## src/rtl/motctl_sequencer.sv

```systemverilog
// Timed motion-command sequencer for the Rojobot motor control input.
// Buffers {motor byte, tick count} commands and plays them back against upd_sysregs.
module motctl_sequencer #(
  parameter int DEPTH = 8,
  parameter int AW    = 3
) (
  input  logic          clk,
  input  logic          reset,
  input  logic          cmd_wr,
  input  logic [7:0]    cmd_mot,
  input  logic [7:0]    cmd_ticks,
  input  logic          start,
  input  logic          abort,
  input  logic          upd_sysregs,
  input  logic [7:0]    Sensors_reg,
  input  logic [7:0]    stop_mask,
  output logic [7:0]    MotCtl_out,
  output logic          busy,
  output logic          done,
  output logic          aborted,
  output logic          ovf,
  output logic          cmd_full,
  output logic [AW:0]   cmd_count,
  output logic [7:0]    ticks_left
);

  typedef enum logic [1:0] {
    S_IDLE = 2'd0,
    S_LOAD = 2'd1,
    S_RUN  = 2'd2,
    S_STOP = 2'd3
  } state_t;

  localparam logic [AW:0]   FULL_CNT = (AW+1)'(DEPTH);
  localparam logic [AW:0]   CNT_ONE  = (AW+1)'(1);
  localparam logic [AW-1:0] PTR_ONE  = AW'(1);

  logic [7:0]    mot_mem   [DEPTH];
  logic [7:0]    ticks_mem [DEPTH];
  logic [AW-1:0] wr_ptr;
  logic [AW-1:0] rd_ptr;
  logic [AW:0]   count;

  state_t state;
  state_t state_next;
  logic   stop_abort;
  logic   stop_abort_next;
  logic   pop;
  logic   flush;
  logic   push_ok;
  logic   dec;
  logic   sensor_hit;
  logic   expire;

  always_comb begin
    state_next      = state;
    stop_abort_next = stop_abort;
    pop             = 1'b0;
    flush           = 1'b0;
    dec             = 1'b0;
    sensor_hit      = |(Sensors_reg & stop_mask);
    // A command loaded as 0 counts 0,255,...,1, so expiry at 1 covers the 256 case.
    expire          = (ticks_left == 8'd1);
    case (state)
      S_IDLE: begin
        if (abort) begin
          flush = 1'b1;
        end else if (start && (count != '0)) begin
          state_next = S_LOAD;
        end
      end
      S_LOAD: begin
        if (abort) begin
          state_next      = S_STOP;
          stop_abort_next = 1'b1;
        end else begin
          pop        = 1'b1;
          state_next = S_RUN;
        end
      end
      S_RUN: begin
        if (abort) begin
          state_next      = S_STOP;
          stop_abort_next = 1'b1;
        end else if (upd_sysregs) begin
          if (sensor_hit) begin
            state_next      = S_STOP;
            stop_abort_next = 1'b1;
          end else if (expire) begin
            if (count != '0) begin
              state_next = S_LOAD;
            end else begin
              state_next      = S_STOP;
              stop_abort_next = 1'b0;
            end
          end else begin
            dec = 1'b1;
          end
        end
      end
      S_STOP: begin
        flush      = stop_abort;
        state_next = S_IDLE;
      end
      default: state_next = S_IDLE;
    endcase
    // A flush discards any push landing in the same cycle without flagging overflow.
    push_ok = cmd_wr && !flush && ((count != FULL_CNT) || pop);
  end

  always_ff @(posedge clk) begin
    if (push_ok) begin
      mot_mem[wr_ptr]   <= cmd_mot;
      ticks_mem[wr_ptr] <= cmd_ticks;
    end
  end

  always_ff @(posedge clk) begin
    if (reset) begin
      state      <= S_IDLE;
      stop_abort <= 1'b0;
      wr_ptr     <= '0;
      rd_ptr     <= '0;
      count      <= '0;
      MotCtl_out <= 8'h00;
      ticks_left <= 8'h00;
      done       <= 1'b0;
      aborted    <= 1'b0;
      ovf        <= 1'b0;
    end else begin
      state      <= state_next;
      stop_abort <= stop_abort_next;
      done       <= (state == S_STOP) && !stop_abort;
      aborted    <= ((state == S_STOP) && stop_abort) || ((state == S_IDLE) && abort);
      ovf        <= cmd_wr && !flush && !push_ok;

      if (flush) begin
        wr_ptr <= '0;
        rd_ptr <= '0;
        count  <= '0;
      end else begin
        if (push_ok) wr_ptr <= wr_ptr + PTR_ONE;
        if (pop)     rd_ptr <= rd_ptr + PTR_ONE;
        case ({push_ok, pop})
          2'b10:   count <= count + CNT_ONE;
          2'b01:   count <= count - CNT_ONE;
          default: count <= count;
        endcase
      end

      if (pop) begin
        MotCtl_out <= mot_mem[rd_ptr];
        ticks_left <= ticks_mem[rd_ptr];
      end else if (dec) begin
        ticks_left <= ticks_left - 8'd1;
      end else if (state == S_STOP) begin
        MotCtl_out <= 8'h00;
        ticks_left <= 8'h00;
      end
    end
  end

  assign busy      = (state != S_IDLE);
  assign cmd_full  = (count == FULL_CNT);
  assign cmd_count = count;

endmodule

```

## config.mk

```make
export PLATFORM = sky130hd
export DESIGN_NAME = motctl_sequencer
export DESIGN_NICKNAME = d
export VERILOG_FILES = /design/src/rtl/motctl_sequencer.sv
export SDC_FILE = /design/constraint.sdc
export NUM_CORES = 1
export LEC_CHECK = 0
export CAP_MARGIN = 20
export CORE_MARGIN = 1
export CORE_UTILIZATION = 46
export CTS_BUF_LIST = sky130_fd_sc_hd__clkbuf_2
export CTS_CLUSTER_SIZE = 16
export DETAILED_ROUTE_END_ITERATION = 7
export GPL_TIMING_DRIVEN = 0
export PLACE_DENSITY = 0.63
export SYNTH_ARGS = -nofsm -noshare
export SYNTH_HDL_FRONTEND = slang
export SYNTH_SLANG_ARGS = --single-unit
```

## constraint.sdc

```tcl
create_clock -name clk -period 6.7 [get_ports clk]
set_input_delay 1.005 -clock clk [delete_from_list [all_inputs] [get_ports clk]]
set_output_delay 1.005 -clock clk [all_outputs]
set_load 0.02 [all_outputs]
```

==> results of run 1 <==
## layout by cell type (no fill, tap or decap), drive strengths merged, types with 3 or more instances in the layout
cell type,n
buf,17
nand2,15
a21oi,18
ha,11
nor2b,4
or3,4
a22oi,4
clkbuf,27
xnor2,4
inv,13
clkinvlp,4
clkinv,3
nor2,43
clkdlybuf4s50,62
nand2b,8
o21ai,7
nor3,9
nor4,5
mux2i,16
bufinv,3
a31oi,3
mux4,32
dfxtp,35
edfxtp,128
nand3,6
## per-layer routing
| metal | wire length [um] | vias to the layer above |
|---|---|---|
| met5 | 0 | - |
| met2 | 6606 | 97 |
| met3 | 555 | 20 |
| li1 | - | 1805 |
| met1 | 5910 | 1909 |
| met4 | 230 | 0 |
## layout make-up
| type | count | area, um^2 | share of cell area, % |
|---|---|---|---|
| Sequential cell | 163 | 4544 | 57.09 |
| Clock buffer | 18 | 90.09 | 1.132 |
| Inverter | 9 | 33.78 | 0.4244 |
| Multi-Input combinational cell | 227 | 2047 | 25.72 |
| Timing Repair Buffer | 71 | 740.7 | 9.305 |
| Tap cell | 180 | 225.2 | 2.829 |
| Buffer | 17 | 97.59 | 1.226 |
| Clock inverter | 14 | 178.9 | 2.248 |
| Antenna cell | 1 | 2.502 | 0.03144 |
## how the worst max path moves through the flow
stage | to | slack, ns
floorplan | mot_mem[4][0]$_DFFE_PP_ | 3.21
global placement | mot_mem[4][4]$_DFFE_PP_ | 1.06
detailed placement | mot_mem[0][2]$_DFFE_PP_ | 2.48
CTS | mot_mem[0][2]$_DFFE_PP_ | 3.29
global route | mot_mem[0][2]$_DFFE_PP_ | 3.09
finish | mot_mem[0][2]$_DFFE_PP_ | 3.29
## critical path, stage by stage
cell,delay (ns)
clkdlybuf4s50_1,0.55
a22oi_1,0.45
o21ai_0,0.28
a21oi_1,0.41
nand2b_1,0.23
nor3_2,0.66
buf_6,0.26
## cells by family after synthesis
logic type / Yosys count / share of synthesized area (%)
compound gates: 57 / 5.941
xor+xnor: 6 / 0.7846
fa+ha+maj: 12 / 2.354
buf+inv: 26 / 1.961
flops: 163 / 67.85
mux: 49 / 13.32
simple gates: 103 / 7.790
## flip-flops by register name, indices dropped and copies added, names as in the netlist, named ones only
name        cells
ticks_left      8
ovf             1
rd_ptr          3
stop_abort      1
wr_ptr          3
done            1
mot_mem        64
cmd_count       4
MotCtl_out      8
ticks_mem      64
aborted         1
state           2
## power by group
part | switching [uW] | internal, uW
Sequential | 44.6 | 1170
Combinational | 272 | 232
Clock | 349 | 215
## stage by stage
step	utilization, %	hold WS [ns]	power (uW)	std cells
final	56.69	0.4688	2280	700
after global routing	56.67	0.5079	2387	699
after CTS	56.67	0.4716	2307	699
after detailed placement	54.75	0.4490	1744	667
after global placement	53.72	0.4587	1722	658
after floorplan	-	0.4144	1554	416
==> flow_summary.yaml, run 1 <==
outcome:
  status: "complete, no violations"
critical_path:
  reg2reg_slack_ns: 3.36
  cp_max_fo: 9
  critical_path_class: "in2reg"
  worstPathArrival_ns: 3.86
  rr_startpoint: "state[0]$_SDFFE_PP0P_"
  start_kind: "input port"
  crit_start: "abort"
  required_ns: 7.15
  r2r_cells: 8
  r2r_end: "mot_mem[0][2]$_DFFE_PP_"
  worstSetupEndpointType: "flop"
grt:
  grt_usage_pct: 19.08
  grtUsageMet1_pct: 24.05
  grt_most_used_layer: "met2"
  antenna_found_initial: 0
  grt_pass1_wl_um: 20280
  grt_overflow: 0
  met3_usage_pct: 4.229
  grt_pass1_vias: 3801
  grtUsageMet2_pct: 31.71
  grt_max_degree: 17
timing:
  setup_tns_ns: 0
  fin_crit_sh_pct: 50.84
  fmax_mhz: 293.6
  worst_slack_ns: 3.293
  layout_min_cycle_time_ns: 3.407
  rsz0062_at_grt: "false"
  slew_viol_final: 0
  finClkSkew_ns: 0.02743
  hold_viol: 0
  worst_pin_slew_ns: 0.8882
  slew_headroom_pct: 40.79
  setup_viol: 0
min_path:
  hold_depth: 1
  hp-start: "stop_abort$_SDFFE_PP0P_"
  hold_class: "reg2reg"
  holdPathEnd: "done$_SDFF_PP0_"
route:
  drc: 0
  wirelength_um: 13300
  viasPerCell: 5.473
  num_vias: 3831
  drt_iter0_drc: 288
  drt.antenna.violating_nets: 0
  drtPass1Iterations: 4
  wl_per_cell_um: 19.00
floorplanning:
  fp.dieW_um: 122.7
  rows: 43
  dieArea_um2: 15050
  start_util_pct: 47.70
  die_y_um: 122.7
  core_um2: 14040
  ios: 63
logic_synthesis:
  synth_area_leaders: "edfxtp_1 57%, mux4_2 11%, dfxtp_1 10%"
  syn_inst: 416
  ys.flop_type: "edfxtp_1"
  syn_nets: 466
  synth_top_area_cell: "edfxtp_1"
  synth_edf_count: 128
  yosysMostFrequentCell: "edfxtp_1"
  postSynth.asyncResetShare_pct: 0
  synth_common_cells: "128 x edfxtp_1, 42 x nor2_1, 35 x dfxtp_1"
  ys.warnings.count: 0
  netlist_area_um2: 6698
  synth_top_area_share_pct: 57.39
  seq_area_frac_synth_pct: 67.85
  syn_avg_cell_area_um2: 16.10
  synth-seq-cells: 163
  synth_cell_types: 58
cts:
  cts-root-buf: "clkbuf_2"
  clk_latency_ns: 0.72
  post_cts_buffers: 0
  cts_tree: "done"
  cts_inserted_buffers: 17
  cts_hold_buf: 0
  post_cts_resized: 0
  h-tree-depth: 4
  clkTransAtPathRegs_ns: 0.21
  cts_sinks: 163
  clockBufferDepth: 2
placement:
  port_buffers: 62
  dpl_cell_area_um2: 7689
  place.gp.congestion: 0.8666
  place_ws_ns: 2.476
  dp_hpwl_um: 9304
power:
  leakagePower_uw: 0.002576
  ir_drop_v: 0.0001171
  power_density_nw_per_um2: 286.4
cells_and_area:
  finalNetCount: 556
  final_cell_area_um2: 7960
  drive_gt1_share_pct: 18.11
  areaGrowthSynthToFinish_pct: 18.85
  fillers: 1115
flow_run:
  cap_viol_max_count: 0
Note: power is estimated with default switching activity, not from simulation.
==> inputs of run 2 (changes only) <==
PLACE_DENSITY = 0.66   (was 0.63)
clock period = 2.81 ns   (was 6.7 ns; I/O delays follow)
==> run 2 against run 1 <==
  * Critical path depth is 1 higher
  * Clock-buffer cell count is 1 lower
  * Register-to-register slack worse by 3.1 ns
  * Final cell count is 0.29% higher
  * Power is 140% higher
  * Via count is 1.2% higher
  * First-iteration DRC count is 2.1% lower
  * Global-route usage is 0.14 points lower
  * Critical path type is now reg2reg
  * Largest power group unchanged
  * Highest routed layer unchanged
==> flow_summary.yaml, run 2 (synthesis results as in run 1) <==
outcome:
  status: "complete, no violations"
power:
  swShare_pct: 30.26
  p_seq_share_pct: 52.8
  internal_power_uw: 3825
  p_switching_uw: 1660
  leakagePower_uw: 0.002645
  ir_drop_v: 0.0002746
  combPwrFrac_pct: 22.9
  p_total_uw: 5485
  power_density_nw_per_um2: 676.1
  clkPwrFrac_pct: 24.3
timing:
  fin_hold_ws_ns: 0.3712
  slew_viol_final: 0
  layout_min_cycle_time_ns: 2.556
  setup_viol: 0
  hold_viol: 0
  fmax_mhz: 391.2
  slew_headroom_pct: 39.77
  setup_tns_ns: 0
  rsz0062_at_grt: "false"
  finClkSkew_ns: 0.02689
  fin_crit_sh_pct: 90.97
  worst_pin_slew_ns: 0.9034
route:
  drt_iter0_drc: 282
  drc: 0
  wl_per_cell_um: 18.83
  viasPerCell: 5.523
  wirelength_um: 13220
  drt.antenna.violating_nets: 0
  num_vias: 3877
  drtPass1Iterations: 4
cts:
  clockBufferDepth: 2
  cts-root-buf: "clkbuf_2"
  cts_inserted_buffers: 17
  clkTransAtPathRegs_ns: 0.26
  clk_latency_ns: 0.69
  h-tree-depth: 4
  cts_tree: "done"
  cts_hold_buf: 0
  cts_sinks: 163
grt:
  grt_pass1_wl_um: 20330
  grt_usage_pct: 18.93
  antenna_found_initial: 0
  grt_pass1_vias: 3840
  grt_max_degree: 18
  grt_overflow: 0
floorplanning:
  rows: 43
  ios: 63
  core_um2: 14040
  fp.dieW_um: 122.7
  start_util_pct: 47.70
  die_y_um: 122.7
  dieArea_um2: 15050
critical_path:
  worstSetupEndpointType: "flop"
  crit_start: "state[0]$_SDFFE_PP0P_"
  worstPathArrival_ns: 2.98
  required_ns: 3.23
  critical_path_class: "reg2reg"
  rr_startpoint: "state[0]$_SDFFE_PP0P_"
  start_kind: "flop"
  cp_max_fo: 16
cells_and_area:
  finalNonFillerCells: 702
  areaGrowthSynthToFinish_pct: 21.13
  largestRegisters: "mot_mem (64), ticks_mem (64)"
  final_common_cell: "edfxtp_1"
  layout_common_cells: "128 x edfxtp_1, 61 x clkdlybuf4s50_1, 36 x nor2_1"
  finalNetCount: 558
  regArea_um2: 4544
  fillers: 1106
  multi_input_area_um2: 2105
  drive_gt1_share_pct: 19.39
placement:
  place.gp.congestion: 0.7948
  port_buffers: 62
  dp_cells: 666
  dp_hpwl_um: 9249
min_path:
  hp-start: "cmd_wr"
  hold_class: "in2reg"
flow_run:
  cap_viol_max_count: 0
## run 2: cell types whose count changed in the layout (fill, tap and decap cells not counted), moves of 4 or more
cell and delta:
nor2_2 -6, buf_16 +5, inv_8 +4, buf_4 +4, nor2_4 +6, buf_6 -4
## run 2: cell type report
class / count / area share [%]
multi-input combinational: 227 / 25.94
tap: 180 / 2.776
buffer: 16 / 1.157
timing repair buffer: 74 / 10.30
clock buffer: 17 / 1.049
clock inverter: 15 / 2.313
sequential: 163 / 56.01
inverter: 9 / 0.4164
antenna: 1 / 0.03085
## run 2: metal layers
metal | share of wire [%] | track usage [%] | routed length (um)
met4 | 0.82 | 5.869 | 109
met2 | 52 | 33.18 | 6867
met1 | 43 | 23.26 | 5703
met3 | 4.1 | 4.182 | 540
met5 | 0 | 0 | 0
## run 2: power by group through the flow
stage / combinational (uW) / clock [uW] / sequential (uW)
floorplan: 724 / 0 / 2990
detailed placement: 1250 / 0 / 2950
finish: 1260 / 1330 / 2900
global placement: 1170 / 0 / 2940
CTS: 1260 / 1370 / 2900
global route: 1380 / 1460 / 2920
## run 2: what timing repair did
action                     CTS  global route
gates resized for setup      7             5
pin swaps                    2             3
setup endpoints to repair  126            85
setup buffers                2             2
## run 2: critical path, stage by stage (launching register included)
cell and delay (ns):
dfxtp_1 0.43, inv_1 0.12, ha_1 0.26, a22oi_2 0.31, o21ai_2 0.13, a21oi_2 0.26, nand2b_1 0.30, nor3_4 0.28
buf_16 0.20
## run 2: path summary, 6_finish.rpt
path | end | slack [ns] | depth (start not counted)
max | ticks_mem[0][3]$_DFFE_PP_ | 0.25 | 8
min | ovf$_SDFF_PP0_ | 0.37 | 3
max reg2reg | ticks_mem[0][3]$_DFFE_PP_ | 0.25 | 8
min reg2reg | done$_SDFF_PP0_ | 0.50 | 1
## run 2: through the flow
stage / util, % / cell area (um^2) / worst slack (ns)
6_report: 57.77 / 8113 / 0.2539
5_1_grt: 57.76 / 8110 / 0.01992
4_1_cts: 57.55 / 8082 / 0.06159
3_5_place_dp: 55.29 / 7764 / -0.6471
3_3_place_gp: 53.79 / 7553 / -1.374
2_1_floorplan: - / 6708 / 0.06482
==> inputs of run 3 (changes only) <==
CAP_MARGIN = 5   (was 20)
==> run 3 against run 2 <==
  * Flip-flop and latch count stayed put
  * Clock skew unchanged
  * Sequential share of layout area unchanged
  * Core utilization is the same
  * Critical path type unchanged
  * Critical endpoint unchanged
  * Largest power group unchanged
==> flow_summary.yaml, run 3 (synthesis results as in run 1) <==
grt:
  grt_pass1_wl_um: 20330
  antenna_found_initial: 0
  grt_pass1_vias: 3840
  grt_overflow: 0
  grt_max_degree: 18
  grt_usage_pct: 18.93
placement:
  place.gp.congestion: 0.7948
  dpl_cell_area_um2: 7764
  port_buffers: 62
  dp_hpwl_um: 9249
outcome:
  status: "complete, no violations"
timing:
  worst_pin_slew_ns: 0.9034
  setup_tns_ns: 0
  slew_headroom_pct: 39.77
  fin_hold_ws_ns: 0.3712
  setup_viol: 0
  layout_min_cycle_time_ns: 2.556
  fin_crit_sh_pct: 90.97
  fmax_mhz: 391.2
  rsz0062_at_grt: "false"
  finClkSkew_ns: 0.02689
  slew_viol_final: 0
  hold_viol: 0
critical_path:
  worstSetupEndpointType: "flop"
  rr_startpoint: "state[0]$_SDFFE_PP0P_"
  required_ns: 3.23
  start_kind: "flop"
  crit_start: "state[0]$_SDFFE_PP0P_"
  worstPathArrival_ns: 2.98
  critical_path_class: "reg2reg"
  cp_max_fo: 16
cts:
  cts_tree: "done"
  cts_inserted_buffers: 17
  clk_latency_ns: 0.69
  clkTransAtPathRegs_ns: 0.26
  cts_sinks: 163
  cts-root-buf: "clkbuf_2"
  clockBufferDepth: 2
  h-tree-depth: 4
floorplanning:
  die_y_um: 122.7
  ios: 63
  core_um2: 14040
  rows: 43
  fp.dieW_um: 122.7
  dieArea_um2: 15050
  start_util_pct: 47.70
cells_and_area:
  areaGrowthSynthToFinish_pct: 21.13
  drive_gt1_share_pct: 19.39
  layout_common_cells: "128 x edfxtp_1, 61 x clkdlybuf4s50_1, 36 x nor2_1"
  largestRegisters: "mot_mem (64), ticks_mem (64)"
  finalNetCount: 558
  final_common_cell: "edfxtp_1"
  final_cell_area_um2: 8113
route:
  drtPass1Iterations: 4
  wl_per_cell_um: 18.83
  drc: 0
  drt.antenna.violating_nets: 0
  num_vias: 3877
  viasPerCell: 5.523
  drt_iter0_drc: 282
  wirelength_um: 13220
power:
  leakagePower_uw: 0.002645
  ir_drop_v: 0.0002746
  power_density_nw_per_um2: 676.1
min_path:
  hold_class: "in2reg"
  hp-start: "cmd_wr"
flow_run:
  cap_viol_max_count: 0
-- run 3: worst max-delay path, cell delays in order, from the launching register on --
cell      delay, ns
dfxtp_1        0.43
inv_1          0.12
ha_1           0.26
a22oi_2        0.31
o21ai_2        0.13
a21oi_2        0.26
nand2b_1       0.30
nor3_4         0.28
buf_16         0.20
-- run 3: cell type report --
| class | count | area [um^2] |
|---|---|---|
| clock inverter | 15 | 187.7 |
| timing repair buffer | 74 | 835.8 |
| antenna | 1 | 2.502 |
| multi-input combinational | 227 | 2105 |
| tap | 180 | 225.2 |
| clock buffer | 17 | 85.08 |
| sequential | 163 | 4544 |
| inverter | 9 | 33.78 |
| fill | 1106 | 5929 |
| buffer | 16 | 93.84 |
-- run 3: timing repair --
action / CTS / global route
gates resized for setup: 7 / 5
buffers inserted: 2 / 2
setup endpoints to repair: 126 / 85
hold buffers: 0 / 0
pin swaps: 2 / 3
-- run 3: layer usage --
metal	wire, um	GRT usage (%)
met3	540	4.182
met4	109	5.869
met5	0	0
met2	6867	33.18
met1	5703	23.26
-- run 3: report_power, final --
| group | switching (uW) | total (uW) | internal, uW |
|---|---|---|---|
| clock | 874 | 1330 | 459 |
| combinational | 674 | 1260 | 583 |
| sequential | 113 | 2900 | 2780 |
| total | 1660 | 5480 | 3830 |
-- run 3: per-stage QoR --
stage | setup slack [ns] | power, uW | util [%] | cells
6_report | 0.2539 | 5485 | 57.77 | 702
5_1_grt | 0.01992 | 5761 | 57.76 | 701
4_1_cts | 0.06159 | 5525 | 57.55 | 699
3_5_place_dp | -0.6471 | 4197 | 55.29 | 666
3_3_place_gp | -1.374 | 4102 | 53.79 | 658
2_1_floorplan | 0.06482 | 3709 | - | 416
-- run 3: path summary, 6_finish.rpt --
path	to	slack [ns]	cells past startpoint
hold reg to reg	done$_SDFF_PP0_	0.50	1
setup reg to reg	ticks_mem[0][3]$_DFFE_PP_	0.25	8
setup / recovery	ticks_mem[0][3]$_DFFE_PP_	0.25	8
hold / removal	ovf$_SDFF_PP0_	0.37	3
